==> src/rtl/clk_div_gen_if.sv <==
// Control/status bundle for clk_div_gen: per-channel run enables and divisor loads in,
// divided clocks and status strobes out.
interface clk_div_gen_if #(
  parameter int NUM_CH = 2,
  parameter int CNT_W  = 8
);
  logic [NUM_CH-1:0]       ch_en;
  logic [NUM_CH*CNT_W-1:0] div_in;
  logic [NUM_CH-1:0]       div_ld;
  logic [NUM_CH-1:0]       clk_out;
  logic [NUM_CH-1:0]       ce_rise;
  logic [NUM_CH-1:0]       div_ack;
  logic [NUM_CH-1:0]       div_err;
  logic [NUM_CH-1:0]       running;

  modport master (
    output ch_en, div_in, div_ld,
    input  clk_out, ce_rise, div_ack, div_err, running
  );

  modport slave (
    input  ch_en, div_in, div_ld,
    output clk_out, ce_rise, div_ack, div_err, running
  );
endinterface

==> src/rtl/clk_div_gen.sv <==
// Multi-channel clk_50m divider with glitch-free start/stop and period-boundary divisor reload.
// Optional macro CLK_DIV_ODD_DUTY50_EN adds a negedge flop per channel for exact 50% duty on odd divisors.
module clk_div_gen #(
  parameter int                      NUM_CH   = 2,
  parameter int                      CNT_W    = 8,
  parameter logic [NUM_CH*CNT_W-1:0] DIV_INIT = {8'd5, 8'd26}
) (
  input  logic         clk_50m,
  input  logic         rst_n,
  clk_div_gen_if.slave cdg_if
);

  typedef enum logic {
    ST_IDLE = 1'b0,
    ST_RUN  = 1'b1
  } state_e;

  for (genvar g = 0; g < NUM_CH; g++) begin : g_ch
    localparam logic [CNT_W-1:0] INIT_DIV = DIV_INIT[g*CNT_W +: CNT_W];

    state_e           state_q, state_d;
    logic [CNT_W-1:0] cnt_q, cnt_d;
    logic [CNT_W-1:0] cur_div_q, cur_div_d;
    logic [CNT_W-1:0] pend_div_q, pend_div_d;
    logic             pend_vld_q, pend_vld_d;
    logic             clk_q, clk_d;
    logic             ce_q, ce_d;
    logic             ack_q, ack_d;
    logic             err_q, err_d;
    logic             run_q, run_d;

    logic [CNT_W-1:0] div_in_s;
    logic [CNT_W-1:0] eff_div_s;
    logic [CNT_W-1:0] cnt_inc_s;
    logic             ld_ok_s;
    logic             eff_vld_s;
    logic             wrap_s;
    logic             apply_s;

    assign div_in_s  = cdg_if.div_in[g*CNT_W +: CNT_W];
    assign ld_ok_s   = cdg_if.div_ld[g] && (div_in_s >= CNT_W'(2));
    // A load arriving on the apply cycle wins over the registered pending value.
    assign eff_vld_s = ld_ok_s | pend_vld_q;
    assign eff_div_s = ld_ok_s ? div_in_s : pend_div_q;
    assign wrap_s    = (cnt_q == (cur_div_q - CNT_W'(1)));
    assign cnt_inc_s = cnt_q + CNT_W'(1);
    assign apply_s   = eff_vld_s && ((state_q == ST_IDLE) || wrap_s);

    // Next-state: divisor bookkeeping, then run/stop sequencing.
    always_comb begin
      state_d    = state_q;
      cnt_d      = cnt_q;
      cur_div_d  = cur_div_q;
      pend_div_d = pend_div_q;
      pend_vld_d = pend_vld_q;
      clk_d      = clk_q;
      ce_d       = 1'b0;
      ack_d      = 1'b0;
      err_d      = cdg_if.div_ld[g] & ~ld_ok_s;
      run_d      = run_q;

      if (apply_s) begin
        cur_div_d  = eff_div_s;
        pend_vld_d = 1'b0;
        ack_d      = 1'b1;
      end else if (ld_ok_s) begin
        pend_div_d = div_in_s;
        pend_vld_d = 1'b1;
      end else begin
        ack_d      = 1'b0;
      end

      case (state_q)
        ST_IDLE: begin
          if (cdg_if.ch_en[g]) begin
            state_d = ST_RUN;
            cnt_d   = {CNT_W{1'b0}};
            clk_d   = 1'b1;
            ce_d    = 1'b1;
            run_d   = 1'b1;
          end else begin
            cnt_d   = {CNT_W{1'b0}};
            clk_d   = 1'b0;
            run_d   = 1'b0;
          end
        end
        ST_RUN: begin
          if (!wrap_s) begin
            cnt_d = cnt_inc_s;
            clk_d = (cnt_inc_s < (cur_div_q >> 1));
          end else if (cdg_if.ch_en[g]) begin
            // Every legal divisor has H >= 1, so a fresh period always opens high.
            cnt_d = {CNT_W{1'b0}};
            clk_d = 1'b1;
            ce_d  = 1'b1;
          end else begin
            state_d = ST_IDLE;
            cnt_d   = {CNT_W{1'b0}};
            clk_d   = 1'b0;
            run_d   = 1'b0;
          end
        end
        default: begin
          state_d = ST_IDLE;
          cnt_d   = {CNT_W{1'b0}};
          clk_d   = 1'b0;
          run_d   = 1'b0;
        end
      endcase
    end

    // Channel state and output registers.
    always_ff @(posedge clk_50m or negedge rst_n) begin
      if (!rst_n) begin
        state_q    <= ST_IDLE;
        cnt_q      <= {CNT_W{1'b0}};
        cur_div_q  <= INIT_DIV;
        pend_div_q <= {CNT_W{1'b0}};
        pend_vld_q <= 1'b0;
        clk_q      <= 1'b0;
        ce_q       <= 1'b0;
        ack_q      <= 1'b0;
        err_q      <= 1'b0;
        run_q      <= 1'b0;
      end else begin
        state_q    <= state_d;
        cnt_q      <= cnt_d;
        cur_div_q  <= cur_div_d;
        pend_div_q <= pend_div_d;
        pend_vld_q <= pend_vld_d;
        clk_q      <= clk_d;
        ce_q       <= ce_d;
        ack_q      <= ack_d;
        err_q      <= err_d;
        run_q      <= run_d;
      end
    end

`ifdef CLK_DIV_ODD_DUTY50_EN
    logic neg_q;

    // Half-cycle delayed copy stretches the high phase by half a source cycle.
    always_ff @(negedge clk_50m or negedge rst_n) begin
      if (!rst_n) begin
        neg_q <= 1'b0;
      end else begin
        neg_q <= clk_q;
      end
    end

    assign cdg_if.clk_out[g] = clk_q | (neg_q & cur_div_q[0]);
`else
    assign cdg_if.clk_out[g] = clk_q;
`endif

    assign cdg_if.ce_rise[g] = ce_q;
    assign cdg_if.div_ack[g] = ack_q;
    assign cdg_if.div_err[g] = err_q;
    assign cdg_if.running[g] = run_q;
  end

endmodule

==> src/flat_wrapper.sv <==
// flat-port wrapper written by rule: the top's interface ports become plain ports
module clk_div_gen_flat 
#(
  parameter int                      NUM_CH   = 2,
  parameter int                      CNT_W    = 8,
  parameter logic [NUM_CH*CNT_W-1:0] DIV_INIT = {8'd5, 8'd26}
)
  (clk_50m, rst_n, cdg_if_ch_en, cdg_if_div_in, cdg_if_div_ld, cdg_if_clk_out, cdg_if_ce_rise, cdg_if_div_ack, cdg_if_div_err, cdg_if_running);
  clk_div_gen_if #(.NUM_CH(NUM_CH), .CNT_W(CNT_W)) cdg_if_i ();
  input  logic clk_50m;
  input  logic rst_n;
  input wire logic [$bits(cdg_if_i.ch_en)-1:0] cdg_if_ch_en;
  input wire logic [$bits(cdg_if_i.div_in)-1:0] cdg_if_div_in;
  input wire logic [$bits(cdg_if_i.div_ld)-1:0] cdg_if_div_ld;
  output wire logic [$bits(cdg_if_i.clk_out)-1:0] cdg_if_clk_out;
  output wire logic [$bits(cdg_if_i.ce_rise)-1:0] cdg_if_ce_rise;
  output wire logic [$bits(cdg_if_i.div_ack)-1:0] cdg_if_div_ack;
  output wire logic [$bits(cdg_if_i.div_err)-1:0] cdg_if_div_err;
  output wire logic [$bits(cdg_if_i.running)-1:0] cdg_if_running;
  assign cdg_if_i.ch_en = cdg_if_ch_en;
  assign cdg_if_i.div_in = cdg_if_div_in;
  assign cdg_if_i.div_ld = cdg_if_div_ld;
  assign cdg_if_clk_out = cdg_if_i.clk_out;
  assign cdg_if_ce_rise = cdg_if_i.ce_rise;
  assign cdg_if_div_ack = cdg_if_i.div_ack;
  assign cdg_if_div_err = cdg_if_i.div_err;
  assign cdg_if_running = cdg_if_i.running;
  clk_div_gen #(.NUM_CH(NUM_CH), .CNT_W(CNT_W), .DIV_INIT(DIV_INIT)) u_core (.clk_50m(clk_50m), .rst_n(rst_n), .cdg_if(cdg_if_i));
endmodule
==> config.mk <==
export PLATFORM = sky130hd
export DESIGN_NAME = clk_div_gen_flat
export DESIGN_NICKNAME = d
export VERILOG_FILES = /design/src/rtl/clk_div_gen_if.sv /design/src/rtl/clk_div_gen.sv /design/src/flat_wrapper.sv
export SDC_FILE = /design/constraint.sdc
export NUM_CORES = 1
export LEC_CHECK = 0
export BUFFER_PORTS_ARGS = -buffer_cell sky130_fd_sc_hd__buf_2
export CORE_ASPECT_RATIO = 1.2
export CORE_MARGIN = 2
export CORE_UTILIZATION = 66
export CTS_BUF_LIST = sky130_fd_sc_hd__clkbuf_8
export DETAILED_ROUTE_END_ITERATION = 10
export GPL_TIMING_DRIVEN = 0
export PLACE_DENSITY = 0.95
export SLEW_MARGIN = 20
export SYNTH_ARGS = -nofsm -noshare
export SYNTH_HDL_FRONTEND = slang
export SYNTH_SLANG_ARGS = --single-unit
==> constraint.sdc <==
create_clock -name clk_50m -period 5.6 [get_ports clk_50m]
set_input_delay 0.56 -clock clk_50m [delete_from_list [all_inputs] [get_ports clk_50m]]
set_output_delay 0.56 -clock clk_50m [all_outputs]
set_load 0.05 [all_outputs]
[Word level (Yosys, flattened, before mapping)]
Index checks and enable logic that the tools add are counted.
Cells by class
  magnitude comparators: 4
  add/subtract/negate cells: 4
  bitwise logic cells: 8
  multiplexer cells: 32
  reductions and logical operators: 10
  equal/unequal tests: 6
Operators with widths (count)
  8-bit two-way mux: 4
  8-bit case mux with 2 select lines: 2
  1-bit two-way mux: 18
  8-bit by 1-bit adder with 8-bit output (second input constant): 2
  8-bit == test: 2
  8-bit by 2-bit greater-or-equal comparator with 1-bit output (second input constant): 2
  8-bit by 7-bit < comparator with 1-bit output: 2
  1-bit case mux with 2 select lines: 8
  8-bit by 1-bit subtractor with 8-bit output (second input constant): 2
  2-bit inequality test (second input constant): 4
  1-bit logical AND: 4
  1-bit NOT: 4
  2-bit AND reduction: 2
  2-bit nonzero test: 2
  1-bit bitwise AND: 2
  1-bit logical OR: 2
  1-bit bitwise OR: 2
Word-level totals
  input port bits: 22
  register bits after elaboration: 62
  output and inout bits: 10

[Depth between registers and ports, before layout]
Gate-level depths: netlist of run 1.
  depth in word-level cells: 5
  depth in mapped cells: 10
  gate-level depth less buffers: 8

[Worst setup path after synthesis of run 1]
No wires, ideal clock.
  path type: flip-flop to flip-flop
  from: reg u_core.g_ch[1].cur_div_q[0]
  to: reg u_core.g_ch[1].pend_div_q[7]
  period minus slack after synthesis: 2.526 ns
  stages on the path, launching flop included: 8
  path slack: 3.074 ns
  data required time: 5.472 ns
  buffers on the path: 0
  arrival: 2.399 ns
  path through: dfstp_2 > inv_1 > ha_1 > or3_1 > a31o_1 > o41ai_4 > nor2_4 > mux2_1
On the way
  cells in the longest elaborated chain, start to end: 4
RTL lines
  start, declared: line clk_div_gen.sv:23  | logic [CNT_W-1:0] cur_div_q, cur_div_d;
  start signal, assigned: line clk_div_gen.sv:128  | cur_div_q <= cur_div_d;
  8-bit by 1-bit subtractor with 8-bit output: line clk_div_gen.sv:45  | assign wrap_s = (cnt_q == (cur_div_q - CNT_W'(1)));
  8-bit == test: line clk_div_gen.sv:45
  1-bit logical OR: line clk_div_gen.sv:47  | assign apply_s = eff_vld_s && ((state_q == ST_IDLE) || wrap_s);
  1-bit logical AND: line clk_div_gen.sv:47
  end signal, assigned: line clk_div_gen.sv:118  | pend_div_q <= {CNT_W{1'b0}};
  end signal, assigned: line clk_div_gen.sv:129  | pend_div_q <= pend_div_d;
  end, declared: line clk_div_gen.sv:24  | logic [CNT_W-1:0] pend_div_q, pend_div_d;
No other way between the ends.
A chain may end at the register's enable or synchronous reset.

[Worst setup path after layout of run 1]
  from: reg u_core.g_ch[0].cur_div_q[1]
  to: reg u_core.g_ch[0].pend_div_q[4]
On the way
  cells in the longest elaborated chain, start to end: 4
RTL lines (line)
  start, declared: clk_div_gen.sv:23
  start signal, assigned: clk_div_gen.sv:128
  8-bit by 1-bit subtractor with 8-bit output: clk_div_gen.sv:45
  8-bit == test: clk_div_gen.sv:45
  1-bit logical OR: clk_div_gen.sv:47
  1-bit logical AND: clk_div_gen.sv:47
  end signal, assigned: clk_div_gen.sv:118
  end signal, assigned: clk_div_gen.sv:129
  end, declared: clk_div_gen.sv:24
No other way between the ends.

==> results of run 1 <==
-- metal layers --
layer  track usage [%]  vias to the layer above  wire length, um
met5                 0                        -                0
met4             12.18                        0              185
met1             28.94                     1331             2919
met3             6.242                       24              286
li1                  -                     1260                -
met2             50.64                       70             4223
-- cells by family (layout without fill, tap and decap cells) --
family	after synthesis	after routing	synth area share, %
AOI/OAI and AO/OA	64	64	15.36
xor gates and xnor gates	31	31	7.644
adders and majority gates	16	16	5.636
buffers and inverters	42	88	5.953
DFF	62	62	43.85
muxes	16	16	5.037
and+or+nand+nor	105	105	16.52
-- power by group --
group	leakage, nW	switching, W	total [W]	internal, W
clock	0.110	0.000173	0.000413	0.000240
sequential	0.727	0.000198	0.000819	0.000621
combinational	1.05	0.000572	0.00109	0.000516
-- layout by cell type (no fill, tap or decap), types with 6 or more instances in the layout --
| cell | instances |
|---|---|
| dfrtp_1 | 57 |
| buf_2 | 30 |
| inv_1 | 22 |
| nand2b_1 | 19 |
| xnor2_1 | 18 |
| ha_1 | 16 |
| nor2_1 | 15 |
| nor2b_1 | 15 |
| a22oi_1 | 14 |
| mux2_2 | 14 |
| xor2_1 | 13 |
| nand2_1 | 12 |
| clkbuf_8 | 12 |
| buf_4 | 11 |
| a2bb2oi_1 | 9 |
| nand3_1 | 8 |
| clkbuf_1 | 8 |
| nor3_1 | 7 |
| a2bb2oi_2 | 7 |
| nor4_1 | 6 |
-- path summary, 6_finish.rpt --
check                                              from                            to  slack [ns]  depth (start not counted)
max                         u_core.g_ch[0].cur_div_q[1]  u_core.g_ch[0].pend_div_q[4]        2.76                          9
min                                               rst_n   u_core.g_ch[1].cur_div_q[4]        0.28                          1
max reg2reg                 u_core.g_ch[0].cur_div_q[1]  u_core.g_ch[0].pend_div_q[4]        2.76                          9
min reg2reg                u_core.g_ch[1].pend_div_q[7]  u_core.g_ch[1].pend_div_q[7]        0.49                          1
max in group asynchronous                         rst_n       u_core.g_ch[0].cnt_q[1]        4.80                          1
min in group clk_50m                    cdg_if_ch_en[0]        u_core.g_ch[0].state_q        0.44                          3
-- final cells by class --
cell class	instances	share of cell area [%]
Multi-Input combinational cell	232	44.64
Sequential cell	62	39.00
Clock buffer	12	4.135
Timing Repair Buffer	30	3.822
Buffer	21	3.321
Inverter	21	1.974
Tap cell	62	1.942
Clock inverter	4	1.159
-- stage by stage --
step | std cells | util (%)
CTS | 444 | 76.44
global placement | 428 | 72.34
global route | 444 | 76.44
detailed placement | 428 | 72.39
finish | 444 | 76.44
floorplan | 336 | -
==> summary.md, run 1 <==
| Metric | Value |
|---|---|
| Status | `finished clean` |
| Synth Net Count | `374` |
| First-pass GRT wire length | `12.71 mm` |
| Critical path class | `flop to flop` |
| Syn_area_per_cell | `10.57 um^2` |
| Largest registers | `u_core.g_ch.cnt_q (16), u_core.g_ch.cur_div_q (16), u_core.g_ch.pend_div_q (16)` |
| Worst setup slack after layout | `2.756 ns` |
| Die height | `84.37 um` |
| Slew HR | `48.96%` |
| Post-synth EDFFs | `0` |
| Vias | `2685` |
| Startpoint class of the critical path | `flop` |
| Predominant post-synthesis flop cell | `dfrtp_1` |
| Die area | `5987 um^2` |
| Vias per std cell | `6.047` |
| Routed WL | `7.614 mm` |
| Post-synth top area share | `40.15%` |
| Resized Gates After CTS | `0` |
| Skew-Pair Late Insertion Delay | `0.35 ns` |
| Crit-path max FO | `8` |
| CTS max path bufs | `2` |
| CP top delay family | `compound AO/OA/AOI/OAI gates` |
| Worst-margin pin slew | `0.7655 ns` |
| Worst Clk Skew | `0.007588 ns` |
| Worst VDD drop | `334.1 uV` |
| Final min period | `2.844 ns` |
| Crit path buf inv count | `2` |
| Fmax | `351.7 MHz` |
| Fin nets | `415` |
| Critical Path RT | `5.83 ns` |
| Fillers | `353` |
| LEAKAGE | `1.886 nW` |
| Cell Pwr Density | `580.9 nW/um^2` |
| Routed wire per std cell | `17.15 um` |
| Crit path cell chain | `inv_1, ha_1, clkbuf_1, nor3b_1, a31oi_1, nor2_1, nor3_1, a211oi_2, mux2_2` |
| Max Slew Vio Count | `0` |
| Layout area overhead | `12.43%` |
| Slowest CP cell | `a211oi_2` |
| Antenna Nets Post-Route | `0` |
| Most frequent cell after synthesis | `dfrtp_1` |
| I/O pin count | `32` |
| Endpoints failing hold | `0` |
| Placer Congestion | `0.8984` |
| Area used by multi-input combinational logic | `1783 um^2` |
| Core area | `5225 um^2` |
| Max-Cap Viols | `0` |
| Largest net degree at the start of global routing | `63` |
| Area after DPL | `3782 um^2` |
| CTS tree | `done` |
| Worst Hold Class | `primary input to asynchronous set/reset pin` |
| TritonCTS Sinks | `62` |
| Inserted Diodes | `0` |
| Cell variety after synth | `50` |
| Setup slack after placement | `2.804 ns` |
| RSZ-0062 raised after global routing | `false` |
| Ranking of synthesized cells by area | `dfrtp_1, ha_1, mux2_2` |
| # setup viols final | `0` |
| Grt ovf | `0` |
| Leading area contributor after synthesis | `dfrtp_1` |
| Number of setup buffers added after CTS | `0` |
| Post-route cell area | `3994 um^2` |
| Pwr Total | `0.002320 W` |
| Worst setup EP type | `flop` |
| DRC | `0` |
| Post-detail-place hpwl | `5.516 mm` |
| Initial antenna violation count | `0` |
| CTS buffer count | `9` |
| Hold-fix buffers, CTS | `0` |
| Max incr delay on CP | `0.65 ns` |
| Commonest cells in the synthesized netlist | `dfrtp_1, inv_1, nand2b_1` |
| Minimum hold slack | `0.2751 ns` |
| Async SR Flop Fraction | `100.0%` |
| Vias in the first global route | `2807` |
| Std-Cell Rows | `29` |
| Reg area | `1558 um^2` |
| Synthesized cell area | `3552 um^2` |
| Layout cell share with drive strength beyond 1 | `22.77%` |
| Fin crit share | `50.78%` |
| DR iter-0 viols | `129` |
| Port Buffer Count | `30` |
| Sequential fraction of the synthesis area | `43.85%` |
| DR pass1 iterations | `4` |
| CP arrival | `3.07 ns` |
| Number of synthesis warnings | `0` |
| Yosys reg bits | `62` |
| Total GRT Usage | `27.29%` |
| Die width | `70.97 um` |
| Cell count after synthesis | `336` |
| Setup TNS | `0 ns` |
| H-tree depth | `3` |
| Initial Util | `67.98%` |
| Root Driver | `clkbuf_8` |
| Clk slew on worst S/H paths | `0.07 ns` |
(Power assumes the default switching activity.)
==> run 2: changes to the inputs <==
--- a/config.mk
+++ b/config.mk
@@ -8,11 +8,11 @@
 export BUFFER_PORTS_ARGS = -buffer_cell sky130_fd_sc_hd__buf_2
 export CORE_ASPECT_RATIO = 1.2
 export CORE_MARGIN = 2
-export CORE_UTILIZATION = 66
+export CORE_UTILIZATION = 56
 export CTS_BUF_LIST = sky130_fd_sc_hd__clkbuf_8
 export DETAILED_ROUTE_END_ITERATION = 10
 export GPL_TIMING_DRIVEN = 0
-export PLACE_DENSITY = 0.95
+export PLACE_DENSITY = 0.87
 export SLEW_MARGIN = 20
 export SYNTH_ARGS = -nofsm -noshare
 export SYNTH_HDL_FRONTEND = slang
==> constraint.sdc (replaced) <==
create_clock -name clk_50m -period 2.37 [get_ports clk_50m]
set_input_delay 0.237 -clock clk_50m [delete_from_list [all_inputs] [get_ports clk_50m]]
set_output_delay 0.237 -clock clk_50m [all_outputs]
set_load 0.05 [all_outputs]
==> run 2 against run 1 <==
The flow now finishes with violations (negative setup slack). Combinational power rose to 2.9 times the previous value. Core utilization down 4.1 points. Largest power group unchanged. Critical path depth down 1. Register-to-register slack worse by 2.8 ns. Fmax up 18%. Global-route usage down 2.6 points. Routed wire length up 10%. First-iteration DRC count up 52%. Critical endpoint is now u_core.g_ch[1].pend_div_q[3]. Critical path type unchanged. Setup slack worse by 2.8 ns. Design area up 10%.
==> summary.md, run 2 (synthesized netlist as in run 1, its figures left out) <==
| Metric | Value |
|---|---|
| Status | `finished, violations left` |
| Failing checks | `negative setup slack` |
| Area after DPL | `3822 um^2` |
| Layout area overhead | `24.09%` |
| Reg area | `1560 um^2` |
| Max-Cap Viols | `0` |
| Inserted Diodes | `0` |
| Clk slew on worst S/H paths | `0.07 ns` |
| Cell Pwr Density | `1421 nW/um^2` |
| DRC | `0` |
| Worst setup EP type | `flop` |
| CTS max path bufs | `2` |
| Placer Congestion | `0.8915` |
| Startpoint class of the critical path | `flop` |
| I/O pin count | `32` |
| Worst Clk Skew | `0.007924 ns` |
| Final min period | `2.418 ns` |
| Vias per std cell | `5.826` |
| Max Slew Vio Count | `0` |
| Die width | `76.71 um` |
| Top routing layer used | `met4` |
| Routed WL | `8.412 mm` |
| Total GRT Usage | `24.66%` |
| Post-detail-place hpwl | `5.272 mm` |
| Fillers | `419` |
| Slew HR | `48.16%` |
| Crit-path max FO | `7` |
| Hold-critical path depth | `2` |
| First-pass GRT wire length | `13.64 mm` |
| Reg2reg setup slack | `-0.05 ns` |
| CTS tree | `done` |
| Initial Util | `58.33%` |
| Hold endpoint | `u_core.g_ch[0].ce_q` |
| Die area | `6999 um^2` |
| Reg-to-reg endpoint | `u_core.g_ch[1].pend_div_q[3]` |
| Routed wire per std cell | `17.45 um` |
| Port Buffer Count | `30` |
| Std-Cell Rows | `31` |
| Critical Path RT | `2.60 ns` |
| Worst-margin pin slew | `0.7776 ns` |
| Initial antenna violation count | `0` |
| Fmax | `413.6 MHz` |
| Core area | `6090 um^2` |
| Routed wl met3 | `342 um` |
| Layout cell share with drive strength beyond 1 | `32.50%` |
| Skew-Pair Late Insertion Delay | `0.35 ns` |
| Root Driver | `clkbuf_8` |
| Worst setup slack after layout | `-0.04782 ns` |
| Largest registers | `u_core.g_ch.cnt_q (16), u_core.g_ch.cur_div_q (16), u_core.g_ch.pend_div_q (16)` |
| R2R cell count | `8` |
| Critical path class | `flop to flop` |
| CTS buffer count | `9` |
| RSZ-0062 raised after global routing | `true` |
| Met2 wire length | `4.444 mm` |
| RR Startpoint | `u_core.g_ch[1].cur_div_q[6]` |
| Hold Startpoint | `cdg_if_ch_en[0]` |
| Fin nets | `433` |
| Fin crit share | `102.0%` |
| H-tree depth | `3` |
| Area used by multi-input combinational logic | `1956 um^2` |
| Die height | `91.25 um` |
| Commonest non-fill, non-tap cell in the layout | `dfrtp_1` |
| Grt ovf | `0` |
| CP arrival | `2.65 ns` |
| Vias in the first global route | `2921` |
| DR iter-0 viols | `196` |
| Vias | `2808` |
| Largest net degree at the start of global routing | `63` |
| Worst Hold Class | `primary input to flop` |
| Post-route cell area | `4408 um^2` |
| Worst VDD drop | `810.2 uV` |
| Endpoints failing hold | `0` |
| Antenna Nets Post-Route | `0` |
| # setup viols final | `7` |
| Met1 Wirelength | `3.248 mm` |
| LEAKAGE | `2.068 nW` |
| Minimum hold slack | `0.1212 ns` |
| TritonCTS Sinks | `62` |
| Commonest cells after routing, fill and taps aside | `dfrtp_1, buf_2, buf_4, inv_1, nand2b_1` |
| DR pass1 iterations | `7` |
[run 2: changes by cell type in the layout (fill, tap and decap cells not counted), moves of 3 or more]
cell	change
mux2_4	+7
buf_4	+16
clkbuf_1	-3
mux2_2	-6
inv_1	-3
nor4_1	-3
inv_2	+3
[run 2: worst max-delay path by stage]
stage,slack [ns],to,startpoint,cells past startpoint
final,-0.05,u_core.g_ch[1].pend_div_q[3],u_core.g_ch[1].cur_div_q[6],8
after floorplan,0.002,u_core.g_ch[0].pend_div_q[0],u_core.g_ch[0].cur_div_q[1],9
after CTS,-0.03,u_core.g_ch[1].pend_div_q[6],u_core.g_ch[1].cur_div_q[0],8
after global routing,-0.17,u_core.g_ch[1].pend_div_q[7],u_core.g_ch[1].cur_div_q[6],8
after global placement,-0.29,u_core.g_ch[0].clk_q,u_core.g_ch[0].cur_div_q[1],9
after detailed placement,-0.34,u_core.g_ch[0].clk_q,u_core.g_ch[0].cur_div_q[0],10
[run 2: what timing repair did]
item / in CTS / in global routing
endpoints found under the hold margin: 24 / 0
cloned: 1 / 0
resized for setup: 18 / 23
hold buffers: 1 / 0
setup endpoints to repair: 53 / 49
buffers inserted: 14 / 3
pin swaps: 5 / 10
[run 2: power breakdown]
part           switching, W  internal, W
combinational       0.00165      0.00151
sequential         0.000474      0.00147
clock              0.000425     0.000725
[run 2: final cells by class]
cell class	instances	share of cell area [%]
Buffer	20	3.179
Tap cell	82	2.328
Multi-Input combinational cell	232	44.37
Timing Repair Buffer	49	7.323
Inverter	21	1.788
Clock buffer	10	3.122
Clock inverter	6	2.498
Sequential cell	62	35.40
[run 2: critical path, stage by stage (launching register included)]
cell and delay (ns):
dfrtp_1 0.47, nor4_2 0.41, xnor2_1 0.16, a31oi_1 0.16, o41ai_4 0.40, buf_4 0.20, nor2_4 0.05, buf_12 0.16
mux2_4 0.29
[run 2: metal layers]
layer,vias to the layer above,global-route usage (%)
li1,1297,-
met1,1402,26.85
met2,73,44.08
met3,36,5.765
met4,0,13.03
met5,-,0
[run 2: stage by stage]
step	TNS (ns)	util [%]	power (W)	worst slack, ns	instances
floorplan	0	-	0.003882	0.002219	336
global placement	-9.100	62.73	0.004327	-0.2881	448
detailed placement	-11.85	62.77	0.004493	-0.3408	448
CTS	-0.1892	69.86	0.005888	-0.03158	479
global route	-2.180	72.39	0.006685	-0.1675	482
finish	-0.3160	72.39	0.006262	-0.04782	482
==> run 3: changes to the inputs <==
--- a/config.mk
+++ b/config.mk
@@ -5,6 +5,7 @@
 export SDC_FILE = /design/constraint.sdc
 export NUM_CORES = 1
 export LEC_CHECK = 0
+export ABC_AREA = 1
 export BUFFER_PORTS_ARGS = -buffer_cell sky130_fd_sc_hd__buf_2
 export CORE_ASPECT_RATIO = 1.2
 export CORE_MARGIN = 2
@@ -12,7 +13,8 @@
 export CTS_BUF_LIST = sky130_fd_sc_hd__clkbuf_8
 export DETAILED_ROUTE_END_ITERATION = 10
 export GPL_TIMING_DRIVEN = 0
-export PLACE_DENSITY = 0.87
+export PLACE_DENSITY = 0.86
+export SKIP_CTS_REPAIR_TIMING = 1
 export SLEW_MARGIN = 20
 export SYNTH_ARGS = -nofsm -noshare
 export SYNTH_HDL_FRONTEND = slang
==> run 3 against run 2 <==
The run ends with negative hold slack left. Critical path depth is 5 higher. Clock skew is 0.0010 ns higher. Combinational power is 96% lower. Design area is 0.97% lower. Count of clock-buffer cells in the layout stayed put. Clock power is 11% lower. Critical endpoint is now u_core.g_ch[0].cnt_q[7]. Largest cell class unchanged. Largest power group is now sequential cells. Highest routed layer unchanged.
==> summary.md, run 3 <==
| Metric | Value |
|---|---|
| Minimum hold slack | `-0.04728 ns` |
| Final min period | `2.232 ns` |
| Setup slack after placement | `0.09725 ns` |
| Routed WL | `7.924 mm` |
| Placer Congestion | `0.8754` |
| Max Slew Vio Count | `0` |
| Commonest cells in the synthesized netlist | `nand2_1, inv_1, nand3_1` |
| Post-synth top area share | `37.36%` |
| Port Buffer Count | `29` |
| Vias | `3437` |
| Initial antenna violation count | `0` |
| Cell count after synthesis | `542` |
| Antenna Nets Post-Route | `0` |
| Leading area contributor after synthesis | `dfrtp_1` |
| Dpl cells | `656` |
| Die height | `94.45 um` |
| Core area | `6526 um^2` |
| LEAKAGE | `2.576 nW` |
| Startpoint class of the critical path | `flop` |
| Root Driver | `clkbuf_8` |
| Fin crit share | `94.17%` |
| Largest net degree at the start of global routing | `63` |
| Inserted Diodes | `0` |
| Fmax | `448.1 MHz` |
| DRC | `0` |
| Die area | `7496 um^2` |
| Total GRT Usage | `23.75%` |
| DR pass1 iterations | `5` |
| Skew-Pair Late Insertion Delay | `0.34 ns` |
| Endpoints failing hold | `57` |
| Vias per std cell | `5.084` |
| Clk slew on worst S/H paths | `0.07 ns` |
| Grt ovf | `0` |
| Layout cell share with drive strength beyond 1 | `14.72%` |
| Reg-to-reg endpoint | `u_core.g_ch[0].cnt_q[7]` |
| CP arrival | `2.46 ns` |
| Area used by multi-input combinational logic | `1828 um^2` |
| Reg2reg setup slack | `0.14 ns` |
| Critical Path RT | `2.60 ns` |
| RR Startpoint | `u_core.g_ch[0].cur_div_q[1]` |
| Die width | `79.37 um` |
| CTS buffer count | `9` |
| Post-detail-place hpwl | `5.985 mm` |
| # setup viols final | `0` |
| Predominant post-synthesis flop cell | `dfrtp_1` |
| Fillers | `519` |
| Setup TNS | `0 ns` |
| R2R cell count | `13` |
| Worst Hold Class | `primary input to asynchronous set/reset pin` |
| DR iter-0 viols | `163` |
| Reg area | `1558 um^2` |
| Critical path class | `flop to flop` |
| Failing checks | `negative hold slack` |
| Commonest non-fill, non-tap cell in the layout | `nand2_1` |
| Number of synthesis warnings | `0` |
| Status | `finished, violations left` |
| Layout area overhead | `14.36%` |
| TritonCTS Sinks | `62` |
| Crit-path max FO | `10` |
| Std-Cell Rows | `32` |
| I/O pin count | `32` |
| Final non-filler cell total | `676` |
| Cell Pwr Density | `512.2 nW/um^2` |
| Syn_area_per_cell | `7.043 um^2` |
| Synthesized cell area | `3817 um^2` |
| Ranking of synthesized cells by area | `dfrtp_1, nand2_1, nand3_1` |
| Async SR Flop Fraction | `100.0%` |
| Post-synth EDFFs | `0` |
| CTS max path bufs | `2` |
| Slew HR | `49.86%` |
| Synth Net Count | `580` |
| CTS tree | `done` |
| Sequential fraction of the synthesis area | `40.81%` |
| First-pass GRT wire length | `14.18 mm` |
| Largest registers | `u_core.g_ch.cnt_q (16), u_core.g_ch.cur_div_q (16), u_core.g_ch.pend_div_q (16)` |
| Cell variety after synth | `24` |
| Worst setup EP type | `flop` |
| Most frequent cell after synthesis | `nand2_1` |
| Worst-margin pin slew | `0.7520 ns` |
| Worst VDD drop | `527.3 uV` |
| Vias in the first global route | `3374` |
| Worst Clk Skew | `0.008933 ns` |
| Worst setup slack after layout | `0.1383 ns` |
| Fin nets | `624` |
| Yosys reg bits | `62` |
| Max-Cap Viols | `0` |
| Commonest cells after routing, fill and taps aside | `nand2_1, inv_1, nand3_1, dfrtp_1, nor2_1` |
| Initial Util | `58.49%` |
| Routed wire per std cell | `11.72 um` |
| H-tree depth | `3` |
==> run 3: power by group <==
group	internal, W	leakage [nW]	switching (W)	total (W)
Clock	0.000616	0.108	0.000409	0.00102
Combinational	0.0000375	1.71	0.0000759	0.000113
Sequential	0.00108	0.759	0.0000138	0.00110
Total	0.00174	2.58	0.000499	0.00224
==> run 3: kinds of logic (layout without fill, tap and decap cells) <==
logic type,after synthesis,after routing,share of synthesized area [%]
buffers and inverters,96,145,11.90
AND/OR/NAND/NOR,335,335,36.18
AO/OA/AOI/OAI,19,19,2.655
flip-flops,62,62,40.81
adder cells (fa/ha/maj),16,16,5.244
XOR/XNOR,14,14,3.212
==> run 3: worst max path at each step <==
stage                                      from                      endpoint  cells past startpoint  slack (ns)
floorplan           u_core.g_ch[1].cur_div_q[0]  u_core.g_ch[1].pend_div_q[6]                     15        0.42
global placement    u_core.g_ch[0].cur_div_q[1]  u_core.g_ch[0].pend_div_q[0]                     14        0.18
detailed placement  u_core.g_ch[0].cur_div_q[1]   u_core.g_ch[0].cur_div_q[0]                     14         0.1
CTS                 u_core.g_ch[0].cur_div_q[1]   u_core.g_ch[0].cur_div_q[0]                     14        0.08
global route        u_core.g_ch[0].cur_div_q[1]  u_core.g_ch[0].pend_div_q[2]                     14       -0.01
finish              u_core.g_ch[0].cur_div_q[1]       u_core.g_ch[0].cnt_q[7]                     13        0.14
==> run 3: routing by layer <==
| layer | share of wire (%) | vias up | GRT usage, % |
|---|---|---|---|
| li1 | - | 1755 | - |
| met1 | 44 | 1576 | 29.07 |
| met4 | 1.7 | 0 | 9.626 |
| met5 | 0 | - | 0 |
| met3 | 3.9 | 16 | 4.398 |
| met2 | 50 | 90 | 41.31 |
==> run 3: area by class of cell <==
class | count | share of cell area (%)
well taps | 85 | 2.436
clock buffers | 10 | 3.153
multi-input cells | 384 | 41.87
plain buffers | 24 | 4.357
repair buffers | 33 | 4.357
flip-flops and latches | 62 | 35.68
inverters | 72 | 6.191
clock inverters | 6 | 1.949
==> run 3: stage by stage <==
| stage | util (%) | power (W) | area, um^2 |
|---|---|---|---|
| detailed placement | 62.39 | 0.001229 | 4071 |
| CTS | 65.80 | 0.002244 | 4294 |
| global placement | 62.35 | 0.001223 | 4069 |
| finish | 66.89 | 0.002236 | 4365 |
| global route | 66.89 | 0.002317 | 4365 |
| floorplan | - | 0.001173 | 3817 |
==> run 3: critical path, stage by stage (launching register included) <==
cell,delay (ns)
dfstp_2,0.57
inv_1,0.07
ha_1,0.29
inv_1,0.04
nand2_1,0.04
nand2_1,0.05
nor2_2,0.13
nand2_1,0.06
nor2_1,0.11
nand3_1,0.11
o21bai_4,0.23
buf_6,0.15
buf_4,0.17
nor2_1,0.07
